**config.mk**
```make
export PLATFORM = sky130hd
export DESIGN_NAME = ysyx_22050612_wb_arbiter
export DESIGN_NICKNAME = d
export VERILOG_FILES = /design/src/rtl/ysyx_22050612_wb_arbiter.sv
export SDC_FILE = /design/constraint.sdc
export NUM_CORES = 1
export LEC_CHECK = 0
export CORE_UTILIZATION = 41
export DETAILED_ROUTE_END_ITERATION = 12
export PLACE_DENSITY = 0.9
export SYNTH_ARGS = -nofsm -noshare
export SYNTH_HDL_FRONTEND = slang
export SYNTH_SLANG_ARGS = --single-unit
```
**constraint.sdc**
```tcl
create_clock -name clk -period 4.31 [get_ports clk]
set_clock_uncertainty 0.15 [all_clocks]
set_input_delay 0.431 -clock clk [delete_from_list [all_inputs] [get_ports clk]]
set_output_delay 0.431 -clock clk [all_outputs]
set_load 0.02 [all_outputs]
```
**src/rtl/ysyx_22050612_wb_arbiter.sv**
```systemverilog
// ysyx_22050612_wb_arbiter: shares the GPR write port between the ALU and LSU result producers
// Ports: alu_*/lsu_* valid/ready/rd/wdata producer handshakes; rf_wen/rf_waddr/rf_wdata registered
// RegisterFile write port; wb_src registered source of the write (0=ALU, 1=LSU); alu_wait ALU wait count.
module ysyx_22050612_wb_arbiter #(
  parameter int XLEN     = 64,
  parameter int MAX_WAIT = 3,
  parameter int CNT_W    = 4
) (
  input  logic             clk,
  input  logic             rst_n,
  input  logic             alu_valid,
  output logic             alu_ready,
  input  logic [4:0]       alu_rd,
  input  logic [XLEN-1:0]  alu_wdata,
  input  logic             lsu_valid,
  output logic             lsu_ready,
  input  logic [4:0]       lsu_rd,
  input  logic [XLEN-1:0]  lsu_wdata,
  output logic             rf_wen,
  output logic [4:0]       rf_waddr,
  output logic [XLEN-1:0]  rf_wdata,
  output logic             wb_src,
  output logic [CNT_W-1:0] alu_wait
);
  logic force_alu;
  logic alu_xfer;
  logic lsu_xfer;
  always_comb begin
    force_alu = alu_valid && (alu_wait == CNT_W'(MAX_WAIT));
    alu_ready = rst_n && (force_alu || (alu_valid && !lsu_valid));
    lsu_ready = rst_n && lsu_valid && !force_alu;
    alu_xfer  = alu_valid && alu_ready;
    lsu_xfer  = lsu_valid && lsu_ready;
  end
  always_ff @(posedge clk or negedge rst_n) begin
    if (!rst_n) begin
      rf_wen   <= 1'b0;
      rf_waddr <= '0;
      rf_wdata <= '0;
      wb_src   <= 1'b0;
      alu_wait <= '0;
    end else begin
      rf_wen   <= alu_xfer ? (alu_rd != 5'd0) : lsu_xfer ? (lsu_rd != 5'd0) : 1'b0;
      rf_waddr <= alu_xfer ? alu_rd : lsu_xfer ? lsu_rd : rf_waddr;
      rf_wdata <= alu_xfer ? alu_wdata : lsu_xfer ? lsu_wdata : rf_wdata;
      wb_src   <= alu_xfer ? 1'b0 : lsu_xfer ? 1'b1 : wb_src;
      alu_wait <= alu_xfer ? '0
                : (alu_valid && alu_wait != CNT_W'(MAX_WAIT)) ? alu_wait + CNT_W'(1)
                : alu_wait;
    end
  end
endmodule

```
==> run summary, run 1 <==
Status = finished clean
Final net count = 621
WL/cell = 20.7 µm
Hold Startpoint = wb_src$_DFFE_PN0P_
Share of power burned in registers = 0.380
Worst Hold Class = flip-flop to flip-flop
Final worst slack = 0.944 ns
Crit Path Category = input pin to output pin
Final slew viol count = 0
DP HPWL = 8060 µm
Total power draw = 2.40 mW
Tot GR Track Use = 0.251
Clk_lat worst skew = 0.34 ns
Drt initial violations = 171
Worst path arrival time = 2.78 ns
Via count = 3673
Post-CTS Setup Inserts = 0
Worst-path cell chain = dlygate4sd3_1 > buf_4 > nand2_1 > a21oi_1 > clkdlybuf4s50_1
RR Startpoint = alu_wait[0]$_DFFE_PN0P_
CTS Buf Count = 9
Worst Path Buf+Inv = 3
H-tree Lvls = 3
Count leader, synth = dfrtp_1
Die area = 9490 µm²
Critical path's largest stage delay = 0.73 ns
CTS root buf = clkbuf_8
Leading area contributor after synthesis = dfrtp_1
Launch point of the worst path = rst_n
1st-pass router iterations = 7
Syn Std Cell Area = 3730 µm²
RePlAce Congestion = 0.788
DRC viols = 0
Initial Utilization = 0.426
Fill cells = 654
Clock share of power = 0.251
Mapped Cells = 288
Row count = 34
Sink Count = 75
Power per standard cell area = 395 nW/µm²
Fin crit share = 0.781
Sum Neg Setup Slack = 0 ns
Critical Path Sink Type = output pin
Layout cells sized above 1 = 0.0538
Sw power = 0.786 mW
Max Root-Sink Buffers = 2
Dpl ws = 1.44 ns
Via-per-instance ratio = 6.21
Vias in the first global route = 3607
Worst-path clk slew = 0.08 ns
Sequential share of the synthesized area = 0.503
Lkg Pwr = 2.38 nW
Comb power frac = 0.369
Number of synthesized flops with an enable pin = 0
DRT antenna net count = 0
Core area = 8760 µm²
Yosys cell types = 28
Non-filler cells, final = 591
Final wirelength = 12200 µm
Ranking of synthesized cells by area = dfrtp_1, o2111a_1, a221o_1, clkbuf_1, buf_6
TritonCTS clock tree = done
Internal = 1.62 mW
Register bit total from synthesis = 75
Setup violations, final = 0
Slew headroom = 0.199
Remaining global-route overflow = 0
Top_reg_cell synth = dfrtp_1
Critical path's slowest cell = clkdlybuf4s50_1
WP data required = 3.73 ns
Critical path launch point type = input pin
Min Tclk post-route = 3.37 ns
Synth top cells by count = dfrtp_1, a221o_1, o2111a_1
Worst VDD drop = 0.220 mV
Final Hold Viols = 0
Post-route cell area = 6090 µm²
Largest net degree at the start of global routing = 91
Post-Syn Area per Cell = 13.0 µm²
I/O Pins = 219
Crit Path Max Fanout = 54
Switch share = 0.327
Die Y-Extent = 97.4 µm
Inserted Diodes = 0
Synth top area share = 0.503
Syn-to-layout area delta = 63.0%
Worst Max-Slew Pin Slew = 1.20 ns
Die W = 97.4 µm
Fmax = 297 MHz
YS warnings = 0
First-pass GRT wire length = 19100 µm
Syn nets = 431
Family with the most delay on the worst path = buffers and inverters
Asr flop ratio synth = 1.00
Max_cap viols = 0
PortBufs = 218
Initial antenna violation count = 0
RSZ-0062 raised after global routing = false
DP Area = 5850 µm²
Placed Cells incl. Taps = 574
-- final timing paths --
check	to	slack [ns]	depth (start not counted)
max in group asynchronous	rf_wdata[16]$_DFFE_PN0P_	2.12	3
min reg2reg	wb_src$_DFFE_PN0P_	0.33	1
min	wb_src$_DFFE_PN0P_	0.33	1
max reg2reg	rf_wdata[0]$_DFFE_PN0P_	1.82	6
max	lsu_ready	0.94	5
min in group asynchronous	alu_wait[2]$_DFFE_PN0P_	0.49	2
-- area by class of cell --
class / instances / area, µm² / area share
flip-flops and latches: 75 / 1880 / 0.308
repair buffers: 223 / 2210 / 0.364
clock inverters: 7 / 101 / 0.0166
clock buffers: 9 / 124 / 0.0203
well taps: 108 / 135 / 0.0222
multi-input cells: 166 / 1630 / 0.267
inverters: 3 / 11.3 / 0.00185
-- power groups by stage --
stage	clock network [mW]	registers (mW)	logic, mW
global placement	0	0.918	0.868
detailed placement	0	0.918	0.888
global route	0.650	0.929	0.935
finish	0.604	0.912	0.887
floorplan	0	1.07	0.283
CTS	0.619	0.912	0.890
-- timing repair --
item                                   in CTS  in global routing
setup endpoints to repair                   0                  0
gates resized for setup                     0                  0
endpoints found under the hold margin      30                  0
hold buffers                                1                  0
-- registers in the layout, summed over array words and instances (netlist names) --
name and count:
rf_wen 1, alu_wait 4, rf_wdata 64, wb_src 1
rf_waddr 5
-- cells by family after synthesis --
kind of cell,share of synthesized area
AND/OR/NAND/NOR,0.0308
adder cells (fa/ha/maj),0.00335
buffers and inverters,0.0650
AO/OA/AOI/OAI,0.396
XOR/XNOR,0.00235
flip-flops,0.503
-- metal layers --
| layer | track usage | part of all wire | vias to the layer above |
|---|---|---|---|
| li1 | - | - | 1636 |
| met1 | 0.321 | 0.40 | 1812 |
| met2 | 0.418 | 0.50 | 199 |
| met3 | 0.0511 | 0.067 | 26 |
| met4 | 0.0995 | 0.025 | 0 |
| met5 | 0 | 0 | - |
-- through the flow --
step	util	hold WS [ns]
after floorplan	-	-0.0146
after CTS	0.695	0.340
after detailed placement	0.668	0.329
after global placement	0.668	0.309
after global routing	0.695	0.360
final	0.695	0.332
-- worst register-to-register path: stages, from the launching register on --
cell and delay (ns):
dfrtp_1 0.40, ha_1 0.22, nor3b_1 0.41, o21ai_1 0.21, inv_2 0.10, buf_4 0.62
a221o_1 0.31
-- placed cells by master (no fill, tap or decap), types with 2 or more instances in the layout --
cell and count:
clkinvlp_4 2, a21oi_1 4, clkbuf_8 9, o2111a_1 65
bufinv_16 2, and2_1 5, dfrtp_1 75, a221o_1 69
nand2_1 4, clkdlybuf4s50_1 216, inv_2 2, nor2_1 3
o21ai_0 2, buf_4 5, clkinv_4 2
Power figures use the tool's default switching activity.
==> inputs of run 2 (changes only) <==
--- a/config.mk
+++ b/config.mk
@@ -5,9 +5,9 @@
 export SDC_FILE = /design/constraint.sdc
 export NUM_CORES = 1
 export LEC_CHECK = 0
-export CORE_UTILIZATION = 41
+export CORE_UTILIZATION = 38
 export DETAILED_ROUTE_END_ITERATION = 12
-export PLACE_DENSITY = 0.9
+export PLACE_DENSITY = 0.85
 export SYNTH_ARGS = -nofsm -noshare
 export SYNTH_HDL_FRONTEND = slang
 export SYNTH_SLANG_ARGS = --single-unit
==> constraint.sdc (replaced) <==
create_clock -name clk -period 3.4 [get_ports clk]
set_clock_uncertainty 0.15 [all_clocks]
set_input_delay 0.34 -clock clk [delete_from_list [all_inputs] [get_ports clk]]
set_output_delay 0.34 -clock clk [all_outputs]
set_load 0.02 [all_outputs]
==> run 2 against run 1 <==
Wire length rose by 3.5%. Global-route usage fell by 0.51 points. Die area rose by 7.7%. First-iteration DRC count rose by 0.58%. Final area rose by 0.47%. Utilization fell by 4.2 points. Non-clock buffer count rose by 3. Critical endpoint is now alu_ready. Highest routed layer unchanged.
==> run summary, run 2 (synthesis results as in run 1) <==
Status = finished clean (unchanged)
Sink Count = 75 (unchanged)
Inserted Diodes = 0 (unchanged)
Share of power burned in registers = 0.391 (was 0.380)
Leading cell types in the layout, fill and taps excluded = clkdlybuf4s50_1, dfrtp_1, a221o_1 (unchanged)
PortBufs = 218 (unchanged)
Biggest registers after layout = rf_wdata: 64 flops, rf_waddr: 5 flops, alu_wait: 4 flops (unchanged)
1st-pass router iterations = 4 (was 7)
Vias in the first global route = 3785 (was 3607)
Register area = 1880 µm² (unchanged)
Sum Neg Setup Slack = 0 ns (unchanged)
WL/cell = 20.6 µm (was 20.7 µm)
Crit Path Max Fanout = 5 (was 54)
Post-route cell area = 6120 µm² (was 6090 µm²)
Tot GR Track Use = 0.246 (was 0.251)
Max_cap viols = 0 (unchanged)
Final Hold Viols = 0 (unchanged)
Max Root-Sink Buffers = 2 (unchanged)
Final net count = 624 (was 621)
Syn-to-layout area delta = 63.8% (was 63.0%)
Launch point of the worst path = alu_wait[0]$_DFFE_PN0P_ (was rst_n)
Fin crit share = 0.837
Sw power = 0.992 mW (was 0.786 mW)
Via-per-instance ratio = 5.95 (was 6.21)
Via count = 3661 (was 3673)
Worst VDD drop = 0.215 mV (was 0.220 mV)
Multi-input logic area = 1630 µm² (unchanged)
RR Startpoint = alu_wait[0]$_DFFE_PN0P_ (unchanged)
Final wirelength = 12700 µm (was 12200 µm)
CTS Buf Count = 9 (unchanged)
Fmax = 351 MHz
Clk_lat worst skew = 0.34 ns (about the same)
Largest net degree at the start of global routing = 109 (was 91)
Die Y-Extent = 101 µm (was 97.4 µm)
DRT antenna net count = 0 (unchanged)
RePlAce Congestion = 0.769 (was 0.788)
Commonest non-fill, non-tap cell in the layout = clkdlybuf4s50_1 (unchanged)
Power per standard cell area = 484 nW/µm² (was 395 nW/µm²)
CTS root buf = clkbuf_8 (unchanged)
DRC viols = 0 (unchanged)
Switch share = 0.335 (was 0.327)
Die area = 10200 µm² (was 9490 µm²)
Worst Hold Class = input pin to asynchronous set/reset pin (was flip-flop to flip-flop)
Crit Path Category = flip-flop to output pin (was input pin to output pin)
Total power draw = 2.96 mW (was 2.40 mW)
Clock share of power = 0.229 (was 0.251)
Internal = 1.97 mW (was 1.62 mW)
Post-CTS Setup Inserts = 0 (unchanged)
Initial antenna violation count = 0 (unchanged)
H-tree Lvls = 3 (unchanged)
Die W = 101 µm (was 97.4 µm)
Layout cells sized above 1 = 0.0597 (was 0.0538)
DP HPWL = 8350 µm (was 8060 µm)
Final slew viol count = 0 (unchanged)
WP data required = 2.91 ns (was 3.73 ns)
Largest register FFs = 64 (unchanged)
Worst-path clk slew = 0.08 ns (about the same)
I/O Pins = 219 (unchanged)
Largest reg by FF count = rf_wdata (unchanged)
Setup violations, final = 0 (unchanged)
Core area = 9370 µm² (was 8760 µm²)
DP Area = 5920 µm² (was 5850 µm²)
Fill cells = 755 (was 654)
Worst Max-Slew Pin Slew = 1.22 ns (was 1.20 ns)
Lkg Pwr = 2.39 nW (was 2.38 nW)
Worst path arrival time = 2.36 ns (was 2.78 ns)
Initial Utilization = 0.399 (was 0.426)
Row count = 35 (was 34)
Min Tclk post-route = 2.85 ns
Critical Path Sink Type = output pin (unchanged)
Critical path launch point type = flip-flop (was input pin)
First-pass GRT wire length = 19400 µm (was 19100 µm)
RSZ-0062 raised after global routing = false (unchanged)
Remaining global-route overflow = 0 (unchanged)
Slew headroom = 0.187 (was 0.199)
Drt initial violations = 172 (was 171)
TritonCTS clock tree = done (unchanged)
Comb power frac = 0.380 (was 0.369)
## run 2: changes by cell type in the layout (fill, tap and decap cells not counted), sizes merged
cell and change:
bufinv -1, clkinv +2, inv -1, buf +3
## run 2: per-stage QoR
step           worst slack [ns]  hold WS, ns  utilization  cells
3_3_place_gp              0.908        0.138        0.631    598
2_1_floorplan              1.31       -0.106            -    288
4_1_cts                   0.550        0.312        0.653    615
6_report                  0.555        0.316        0.653    615
5_1_grt                   0.433        0.329        0.653    615
3_5_place_dp              0.836        0.147        0.631    598
## run 2: worst max-delay path: stages (launching register included)
cell	delay (ns)
dfrtp_1	0.41
ha_1	0.22
nor3b_1	0.47
o21ai_1	0.20
inv_2	0.10
clkdlybuf4s50_1	0.60
## run 2: cell type report
type / count / share of cell area
Multi-Input combinational cell: 166 / 0.266
Sequential cell: 75 / 0.307
Timing Repair Buffer: 226 / 0.368
Clock inverter: 7 / 0.0112
Tap cell: 129 / 0.0264
Inverter: 3 / 0.00184
Clock buffer: 9 / 0.0202
## run 2: routing by layer
layer	vias to the layer above	global-route usage	share of wire
li1	1642	-	-
met1	1790	0.297	0.41
met2	204	0.424	0.49
met3	25	0.0552	0.075
met4	0	0.104	0.022
met5	-	0	0
## run 2: power groups by stage
stage | clock network, mW | registers (mW) | logic (mW)
4_1_cts | 0.690 | 1.16 | 1.13
3_3_place_gp | 0 | 1.17 | 1.11
5_1_grt | 0.751 | 1.18 | 1.19
3_5_place_dp | 0 | 1.16 | 1.13
6_report | 0.679 | 1.16 | 1.13
2_1_floorplan | 0 | 1.35 | 0.358
## run 2: path summary, 6_finish.rpt
| kind | to | slack (ns) | depth (start not counted) |
|---|---|---|---|
| worst max-delay path | alu_ready | 0.55 | 5 |
| worst min-delay path | rf_wdata[45]$_DFFE_PN0P_ | 0.32 | 2 |
| worst max register to register | rf_wdata[53]$_DFFE_PN0P_ | 0.80 | 6 |
| worst min register to register | wb_src$_DFFE_PN0P_ | 0.35 | 1 |
| max in group asynchronous | rf_wdata[6]$_DFFE_PN0P_ | 1.94 | 3 |
| min in group clk | rf_wen$_DFF_PN0_ | 0.34 | 4 |
## run 2: repair_timing
item	in CTS	in global routing
hold buffers	1	0
endpoints found under the setup margin	0	0
endpoints found under the hold margin	17	0
resized for setup	0	0
==> inputs of run 3 (changes only) <==
==> constraint.sdc (replaced) <==
create_clock -name clk -period 2.8 [get_ports clk]
set_clock_uncertainty 0.15 [all_clocks]
set_input_delay 0.28 -clock clk [delete_from_list [all_inputs] [get_ports clk]]
set_output_delay 0.28 -clock clk [all_outputs]
set_load 0.02 [all_outputs]
==> run 3 against run 2 <==
Sequential power up 21%. First-iteration DRC count up 3.5%. Register-to-register slack worse by 0.30 ns. Critical path type unchanged. Power up 20%. Clock-buffer cell count up 2. Utilization up 0.33 points. Cell count up 1.1%. Sequential share of layout area down 0.16 points. Die area unchanged. Combinational power up 23%. Wire length up 2.3%. Non-clock buffer count up 7.
==> run summary, run 3 (synthesis results as in run 1) <==
Status = finished clean (unchanged)
RSZ-0062 raised after global routing = false (unchanged)
Commonest non-fill, non-tap cell in the layout = clkdlybuf4s50_1 (unchanged)
WP data required = 2.37 ns (was 2.91 ns)
Leading cell types in the layout, fill and taps excluded = clkdlybuf4s50_1, dfrtp_1, a221o_1 (unchanged)
Fill cells = 751 (was 755)
Via-per-instance ratio = 6.02 (was 5.95)
Core Util, Final = 0.656 (was 0.653)
GRT Max-Usage Layer = met2 (unchanged)
Max_cap viols = 0 (unchanged)
Drt initial violations = 178 (was 172)
I/O Pins = 219 (unchanged)
Syn-to-layout area delta = 64.7% (was 63.8%)
Worst VDD drop = 0.235 mV (was 0.215 mV)
RePlAce Congestion = 0.823 (was 0.769)
Die W = 101 µm (unchanged)
Lkg Pwr = 2.43 nW (was 2.39 nW)
TritonCTS clock tree = done (unchanged)
Sink Count = 75 (unchanged)
Inserted Diodes = 0 (unchanged)
Max Root-Sink Buffers = 2 (unchanged)
Hold Startpoint = lsu_valid
Final net count = 631 (was 624)
Die area = 10200 µm² (unchanged)
Register area = 1880 µm² (unchanged)
Dpl ws = 0.384 ns (was 0.836 ns)
WL/cell = 20.8 µm (was 20.6 µm)
Power per standard cell area = 579 nW/µm² (was 484 nW/µm²)
Fin crit share = 0.942
CTS Buf Count = 9 (unchanged)
Clk_lat worst skew = 0.34 ns (about the same)
Crit Path Max Fanout = 5 (unchanged)
DP HPWL = 8770 µm (was 8350 µm)
Largest register FFs = 64 (unchanged)
H-tree Lvls = 3 (unchanged)
Met1 usage = 0.317 (was 0.297)
RR Startpoint = alu_wait[0]$_DFFE_PN0P_ (unchanged)
Initial antenna violation count = 0 (unchanged)
Layout cells sized above 1 = 0.0751 (was 0.0597)
Switch share = 0.337 (was 0.335)
Core area = 9370 µm² (unchanged)
Final wirelength = 13000 µm (was 12700 µm)
Row count = 35 (unchanged)
PortBufs = 218 (unchanged)
Final Hold Viols = 0 (unchanged)
M2 GR Usage = 0.411 (was 0.424)
Slew headroom = 0.417 (was 0.187)
Remaining global-route overflow = 0 (unchanged)
Reg2reg path depth = 4 (was 6)
1st-pass router iterations = 4 (unchanged)
Tot GR Track Use = 0.251 (was 0.246)
Final worst slack = 0.163 ns (was 0.555 ns)
Share of power burned in registers = 0.395 (was 0.391)
Clock share of power = 0.215 (was 0.229)
Largest reg by FF count = rf_wdata (unchanged)
DRC viols = 0 (unchanged)
Crit Path Category = flip-flop to output pin (unchanged)
Worst path arrival time = 2.21 ns (was 2.36 ns)
Hold Crit Depth = 4
Via count = 3744 (was 3661)
Worst-path clk slew = 0.09 ns (was 0.08 ns)
Setup violations, final = 0 (unchanged)
Post-CTS Setup Inserts = 0 (unchanged)
First-pass GRT wire length = 20000 µm (was 19400 µm)
Worst Max-Slew Pin Slew = 0.875 ns (was 1.22 ns)
Largest net degree at the start of global routing = 67 (was 109)
Critical path launch point type = flip-flop (unchanged)
Multi-input logic area = 1630 µm² (about the same)
GR met3 Demand/Resource = 0.0587 (was 0.0552)
Fmax = 379 MHz
Internal = 2.36 mW (was 1.97 mW)
Sw power = 1.20 mW (was 0.992 mW)
Sum Neg Setup Slack = 0 ns (unchanged)
DRT antenna net count = 0 (unchanged)
Final slew viol count = 0 (unchanged)
Die Y-Extent = 101 µm (unchanged)
Worst Hold Class = input pin to flip-flop (was input pin to asynchronous set/reset pin)
Comb power frac = 0.390 (was 0.380)
CTS root buf = clkbuf_8 (unchanged)
Min Tclk post-route = 2.64 ns
Launch point of the worst path = alu_wait[0]$_DFFE_PN0P_ (unchanged)
Biggest registers after layout = rf_wdata: 64 flops, rf_waddr: 5 flops, alu_wait: 4 flops (unchanged)
Initial Utilization = 0.399 (unchanged)
Critical Path Sink Type = output pin (unchanged)
Vias in the first global route = 3938 (was 3785)
-- run 3: power groups by stage --
| stage | Clock (mW) | Sequential (mW) | Combinational [mW] |
|---|---|---|---|
| after floorplan | 0 | 1.64 | 0.435 |
| after global placement | 0 | 1.41 | 1.35 |
| after detailed placement | 0 | 1.41 | 1.38 |
| after CTS | 0.786 | 1.40 | 1.39 |
| after global routing | 0.829 | 1.43 | 1.47 |
| final | 0.766 | 1.40 | 1.39 |
-- run 3: repair_timing --
| item | in CTS | in global routing |
|---|---|---|
| endpoints found under the hold margin | 75 | 0 |
| hold buffers | 1 | 0 |
| resized for setup | 1 | 0 |
| setup endpoints to repair | 1 | 0 |
-- run 3: metrics by stage --
stage	hold slack [ns]	power [mW]	cell area, µm²	std cells
after floorplan	-0.166	2.08	3730	288
after detailed placement	0.234	2.79	5960	605
after global routing	0.327	3.73	6150	622
after CTS	0.268	3.58	6150	622
final	0.290	3.56	6150	622
after global placement	0.216	2.76	5960	605
-- run 3: layout make-up --
class	instances	share of cell area
Multi-Input combinational cell	166	0.265
Inverter	3	0.00183
Clock buffer	11	0.0246
Tap cell	129	0.0262
Sequential cell	75	0.305
Clock inverter	5	0.00448
Timing Repair Buffer	233	0.372
-- run 3: worst paths after layout --
kind,end,slack [ns]
setup / recovery,alu_ready,0.16
max in group asynchronous,rf_wdata[63]$_DFFE_PN0P_,1.57
hold reg to reg,wb_src$_DFFE_PN0P_,0.36
setup reg to reg,rf_wdata[40]$_DFFE_PN0P_,0.50
min in group asynchronous,rf_wdata[35]$_DFFE_PN0P_,0.42
hold / removal,rf_wen$_DFF_PN0_,0.29
-- run 3: critical path: stages, from the launching register on --
cell,delay [ns]
dfrtp_1,0.41
ha_1,0.23
nor3b_2,0.33
o21ai_1,0.18
inv_2,0.10
clkdlybuf4s50_1,0.61
-- run 3: layer usage --
layer,up-vias,part of all wire
li1,1660,-
met1,1860,0.41
met2,193,0.48
met3,31,0.078
met4,0,0.029
met5,-,0
